--- src/rtl/pc_fetch_unit.sv ---
// Program counter and instruction fetch stage of the picoMIPS core.
// The block drives the synchronous program ROM address and presents the
// fetched word and its opcode to the decoder. It moves through the states
// FILL -> RUN -> HALT. HALT is left only by reset.
// The optional macro ICOUNT_EN adds a 16-bit saturating count of valid
// instruction cycles on port icount.
//
// Handshake note: there is no valid/ready flow control here. The ROM always
// answers one cycle after it receives an address. ivalid qualifies instr in
// every cycle, and the decoder never back-pressures this stage. A stall is
// expressed by holding the PC (no control asserted).
module pc_fetch_unit #(
  parameter int PSIZE = 6,
  parameter int ISIZE = 16
) (
  input  logic             clk,
  input  logic             reset,
  input  logic             PCincr,
  input  logic             PCabsbranch,
  input  logic             PCrelbranch,
  input  logic [PSIZE-1:0] baddr,
  input  logic [ISIZE-1:0] prog_data,
  output logic [PSIZE-1:0] prog_addr,
  output logic [ISIZE-1:0] instr,
  output logic [3:0]       opcode,
  output logic [PSIZE-1:0] pc,
  output logic             ivalid,
  output logic             halted,
  output logic [1:0]       state_dbg
`ifdef ICOUNT_EN
  ,
  output logic [15:0]      icount
`endif
);

  typedef enum logic [1:0] {
    S_FILL = 2'd0,
    S_RUN  = 2'd1,
    S_HALT = 2'd2
  } state_t;

  localparam logic [ISIZE-1:0] NOP = {4'b1111, {(ISIZE-4){1'b0}}};

  state_t           state_q, state_d;
  logic [PSIZE-1:0] pc_q, pc_d;
  logic [PSIZE-1:0] pc_nxt;
  logic             jump_self;

  // Next-PC candidate from decoder controls: abs > rel > incr > hold.
  always_comb begin
    pc_nxt = pc_q;
    if (PCabsbranch)
      pc_nxt = baddr;
    else if (PCrelbranch)
      pc_nxt = pc_q + baddr;
    else if (PCincr)
      pc_nxt = pc_q + PSIZE'(1);
  end

  // A taken branch that resolves to the current PC is the halt idiom.
  assign jump_self = (PCabsbranch || PCrelbranch) && (pc_nxt == pc_q);

  // State and PC registers. Reset may arrive at any time.
  always_ff @(posedge clk or posedge reset) begin
    if (reset) begin
      state_q <= S_FILL;
      pc_q    <= '0;
    end else begin
      state_q <= state_d;
      pc_q    <= pc_d;
    end
  end

  // FSM next state and fetch outputs. FILL and HALT emit a NOP, so ROM data
  // (possibly X) never reaches instr in those states.
  always_comb begin
    state_d   = state_q;
    pc_d      = pc_q;
    prog_addr = pc_q;
    instr     = NOP;
    ivalid    = 1'b0;
    halted    = 1'b0;
    case (state_q)
      S_FILL: begin
        prog_addr = '0;
        state_d   = S_RUN;
      end
      S_RUN: begin
        instr     = prog_data;
        ivalid    = 1'b1;
        prog_addr = pc_nxt;
        pc_d      = pc_nxt;
        if (jump_self)
          state_d = S_HALT;
      end
      S_HALT: begin
        halted = 1'b1;
      end
      default: begin
        state_d = S_FILL;
      end
    endcase
  end

  assign opcode    = instr[ISIZE-1 -: 4];
  assign pc        = pc_q;
  assign state_dbg = state_q;

`ifdef ICOUNT_EN
  logic [15:0] icount_q, icount_d;

  // The count advances once per valid-instruction cycle and saturates.
  always_comb begin
    icount_d = icount_q;
    if (ivalid && (icount_q != 16'hFFFF))
      icount_d = icount_q + 16'd1;
  end

  // Instruction count register.
  always_ff @(posedge clk or posedge reset) begin
    if (reset)
      icount_q <= '0;
    else
      icount_q <= icount_d;
  end

  assign icount = icount_q;
`endif

endmodule
--- config.mk ---
export PLATFORM = sky130hd
export DESIGN_NAME = pc_fetch_unit
export DESIGN_NICKNAME = d
export VERILOG_FILES = /design/src/rtl/pc_fetch_unit.sv
export SDC_FILE = /design/constraint.sdc
export NUM_CORES = 1
export LEC_CHECK = 0
export CAP_MARGIN = 20
export CELL_PAD_IN_SITES_DETAIL_PLACEMENT = 0
export CELL_PAD_IN_SITES_GLOBAL_PLACEMENT = 1
export CORE_AREA = 4 4 87 68
export DETAILED_ROUTE_END_ITERATION = 10
export DIE_AREA = 0 0 91 72
export PLACE_DENSITY_LB_ADDON = 0.1
export SETUP_SLACK_MARGIN = 0.05
export SLEW_MARGIN = 20
export SYNTH_ARGS = -nofsm -noshare
export SYNTH_HDL_FRONTEND = slang
export SYNTH_SLANG_ARGS = --single-unit
export TNS_END_PERCENT = 50
--- constraint.sdc ---
create_clock -name clk -period 2.44 [get_ports clk]
set_input_delay 0.488 -clock clk [delete_from_list [all_inputs] [get_ports clk]]
set_output_delay 0.488 -clock clk [all_outputs]
set_load 0.02 [all_outputs]
==> out/metrics.yaml <==
outcome:
  result_of_the_run: "complete, but fails checks"
  failing_checks: "negative setup slack"
logic_synthesis:
  synth_area_leaders: "sky130_fd_sc_hd__dfrtp_1 (16%), sky130_fd_sc_hd__a21o_1 (5.8%), sky130_fd_sc_hd__and2_1 (5.8%)"
  async_flop_share_pct: 100
  synth.lib_cells_used.distinct: 48
  synth_enable_flop_cells: 0
  synth_area_leader_cell: "sky130_fd_sc_hd__dfrtp_1"
  syn_inst: 160
  post_synth_most_frequent_cells: "sky130_fd_sc_hd__and2_1 (12), sky130_fd_sc_hd__a21o_1 (10), sky130_fd_sc_hd__a21oi_1 (10)"
  ys_seq_elements: 8
  post_synth_instance_area_um2: 1290
  synth_top_area_share_pct: 15.6
  postSynth.topFlopCell: "sky130_fd_sc_hd__dfrtp_1"
  synth-warning-count: 0
  ys_seq_area_share_pct: 15.6
  synth_nets: 194
  synth_most_common_cell: "sky130_fd_sc_hd__and2_1"
  average_cell_area_after_synthesis_um2: 8.04
setup_path:
  cp_data_required_time_ns: 1.95
  cp_max_fo: 2
  worst_setup_path_startpoint: "baddr[5]"
  crit_family: "buffers and inverters"
  crit_path_top_delay_cell: "sky130_fd_sc_hd__clkdlybuf4s50_1"
  worstRegToRegCells: 8
  path_buf_inv: 3
  cp_data_arrival_time_ns: 2.16
  worstSetupPathDepth: 7
  r2r-start: "pc[1]$_DFFE_PP0P_"
  critical_path.cell_chain: "clkdlybuf4s50_1, inv_1, or4_4, mux2i_2, nor4_4, a21o_1, buf_6"
  reg2reg_setup_slack_ns: 0.14
  crit_path_end_kind: "primary output"
  cp_slowest_stage_delay_ns: 0.50
  timing_worst_setup_path_type: "in -> out"
  setup.worst_path.start_class: "input pin"
clock_tree:
  cts_htree_levels: 1
  hold_buffers: 0
  ctsRootBufferMaster: "sky130_fd_sc_hd__clkbuf_8"
  clock_insertion_delay_worst_skew_ns: 0.24
  cts_tree: "built"
  cts_inserted_buffers: 3
  cts.clk_slew.worst_paths_ns: 0.05
  clock_tree.buffer_depth: 2
  cts_sinks: 8
sta:
  max_freq_mhz: 378
  post-route-min-period_ns: 2.65
  maxSlewViolCount: 0
  final_critical_path_setup_slack_ns: -0.207
  grt_setup_unrepaired: "true"
  layout_skew_ns: 0.000445
  relSlewSlack_pct: 70.2
  setup_viol: 5
  setup-tns-final_ns: -0.461
  layout_worst_path_cycle_share_pct: 108
  report.final.hold_viol_count: 0
  worst_slew_pin_slew_ns: 0.445
placed_design:
  gpl.final_weighted_congestion: 0.815
  placed_area_um2: 2250
  placedCellCount: 310
  dp_hpwl_um: 3910
  port_buffers: 62
pwr:
  p_int_uw: 1720
  fin_total_pwr_uw: 3210
  p_clk_share_pct: 5.8
  seqPwrFrac_pct: 8.2
  switching_power_uw: 1490
  vdd_ir_max_mv: 0.598
  p_per_area_nw_per_um2: 1280
  comb_power_share_pct: 86.0
  sw_frac_of_total_pct: 46.4
  static-leakage-power_uw: 0.00112
route:
  antenna_violating_nets_post_route: 0
  routed_wirelength_um: 5360
  drc_errors: 0
  initialDrtViolationCount: 82
  detailroute.via_count: 1616
  route.detailed.vias_per_inst: 4.93
  routed_wire_length_per_instance_um: 16.3
  first_pass_iters: 4
final_layout:
  syn2layout_area_growth_pct: 95.6
  final_util_pct: 48.6
  num_antenna_cells: 0
  finish.cell_count_without_fillers: 328
  final_instance_area_um2: 2520
  final_layout_size_suffix_gt1_share_pct: 40.2
  design.final.nets: 301
global_route:
  maximum_number_of_pins_on_one_net_before_global_route_repair: 13
  antenna_found_initial: 0
  grt_overflow_total: 0
  grt.total_usage_pct: 15.7
  global_route_wire_length_before_repair_um: 8380
  grt_pass1_vias: 1659
floorplan:
  dieHeight_um: 72
  die-area_um2: 6550
  top_level_ports: 63
  die_width_um: 91
  start_util_pct: 24.8
  floorplan.rows: 23
  design.core.area_um2: 5180
worst_hold_path:
  min-delay-path-class: "in -> async"
job:
  reported_max_cap_violation_count: 0
cell families after synthesis:
group / after synthesis / synth area share [%]
AOI/OAI and AO/OA: 52 / 30.0
xor gates and xnor gates: 12 / 9.24
DFF: 8 / 15.6
muxes: 4 / 3.11
buffers and inverters: 25 / 10.6
and+or+nand+nor: 52 / 24.1
adders and majority gates: 7 / 7.39
through the flow:
step	hold WS (ns)	setup slack, ns
after floorplan	0.303	0.0203
after global placement	0.596	-0.987
after detailed placement	0.604	-1.02
after CTS	0.534	-0.205
after global routing	0.581	-0.258
final	0.536	-0.207
repair_timing:
item / 4_1_cts / 5_1_grt
endpoints found under the setup margin: 26 / 16
pin swaps: 16 / 16
buffers inserted: 8 / 6
gates resized for setup: 79 / 19
cloned: 0 / 0
hold endpoints to repair: 0 / 0
area by class of cell:
| type | count | area (um^2) |
|---|---|---|
| Multi-Input combinational cell | 127 | 1140 |
| Timing Repair Buffer | 120 | 1020 |
| Sequential cell | 8 | 204 |
| Clock buffer | 4 | 45.0 |
| Inverter | 7 | 26.3 |
| Fill cell | 515 | 2660 |
| Tap cell | 62 | 77.6 |
metal layers:
metal  vias up  wire (um)  track usage (%)
met5         -          0                0
met4         0         21             3.18
met3         2        260             3.52
met2        37       2690             25.9
met1       782       2390             21.2
li1        795          -                -
cell usage in the layout (no fill, tap or decap), types with 3 or more instances in the layout:
cell type,instances
sky130_fd_sc_hd__buf_2,5
sky130_fd_sc_hd__nor2b_1,4
sky130_fd_sc_hd__mux2i_2,3
sky130_fd_sc_hd__and2_1,12
sky130_fd_sc_hd__nand2b_1,5
sky130_fd_sc_hd__dfrtp_2,3
sky130_fd_sc_hd__buf_6,8
sky130_fd_sc_hd__nand2_1,9
sky130_fd_sc_hd__dlygate4sd2_1,13
sky130_fd_sc_hd__nand4_1,3
sky130_fd_sc_hd__a21oi_1,7
sky130_fd_sc_hd__a21o_1,8
sky130_fd_sc_hd__a32oi_1,3
sky130_fd_sc_hd__clkbuf_8,3
sky130_fd_sc_hd__buf_4,55
sky130_fd_sc_hd__a31oi_1,3
sky130_fd_sc_hd__a211o_1,3
sky130_fd_sc_hd__dfrtp_1,5
sky130_fd_sc_hd__ha_4,5
sky130_fd_sc_hd__nor2_1,6
sky130_fd_sc_hd__inv_1,5
sky130_fd_sc_hd__o211ai_1,3
sky130_fd_sc_hd__clkdlybuf4s50_1,37
sky130_fd_sc_hd__xnor2_1,5
sky130_fd_sc_hd__xor2_1,5
state kept, by name (all words and copies together), names as in the netlist:
register / count
state_dbg: 2
pc: 6
worst reg2reg max path, delay by kind of cell (launching register included):
family	cells	cell delay [ns]
xor gates and xnor gates	1	0.15
adders and majority gates	1	0.41
AOI/OAI and AO/OA	4	0.89
buffers and inverters	2	0.30
DFF	1	0.42
power groups by stage:
stage	logic (uW)	registers, uW	clock network [uW]
5_1_grt	2970	275	195
4_1_cts	2610	259	190
6_report	2760	264	186
3_3_place_gp	2410	247	0
2_1_floorplan	1300	359	0
3_5_place_dp	2430	250	0
final timing paths:
check                                                end
worst max-delay path                        prog_addr[5]
worst min-delay path                   pc[2]$_DFFE_PP0P_
worst max register to register  state_dbg[0]$_DFFE_PP0P_
min in group clk                state_dbg[0]$_DFFE_PP0P_
max in group asynchronous              pc[4]$_DFFE_PP0P_
worst min register to register  state_dbg[0]$_DFFE_PP0P_
(Power assumes the default switching activity.)
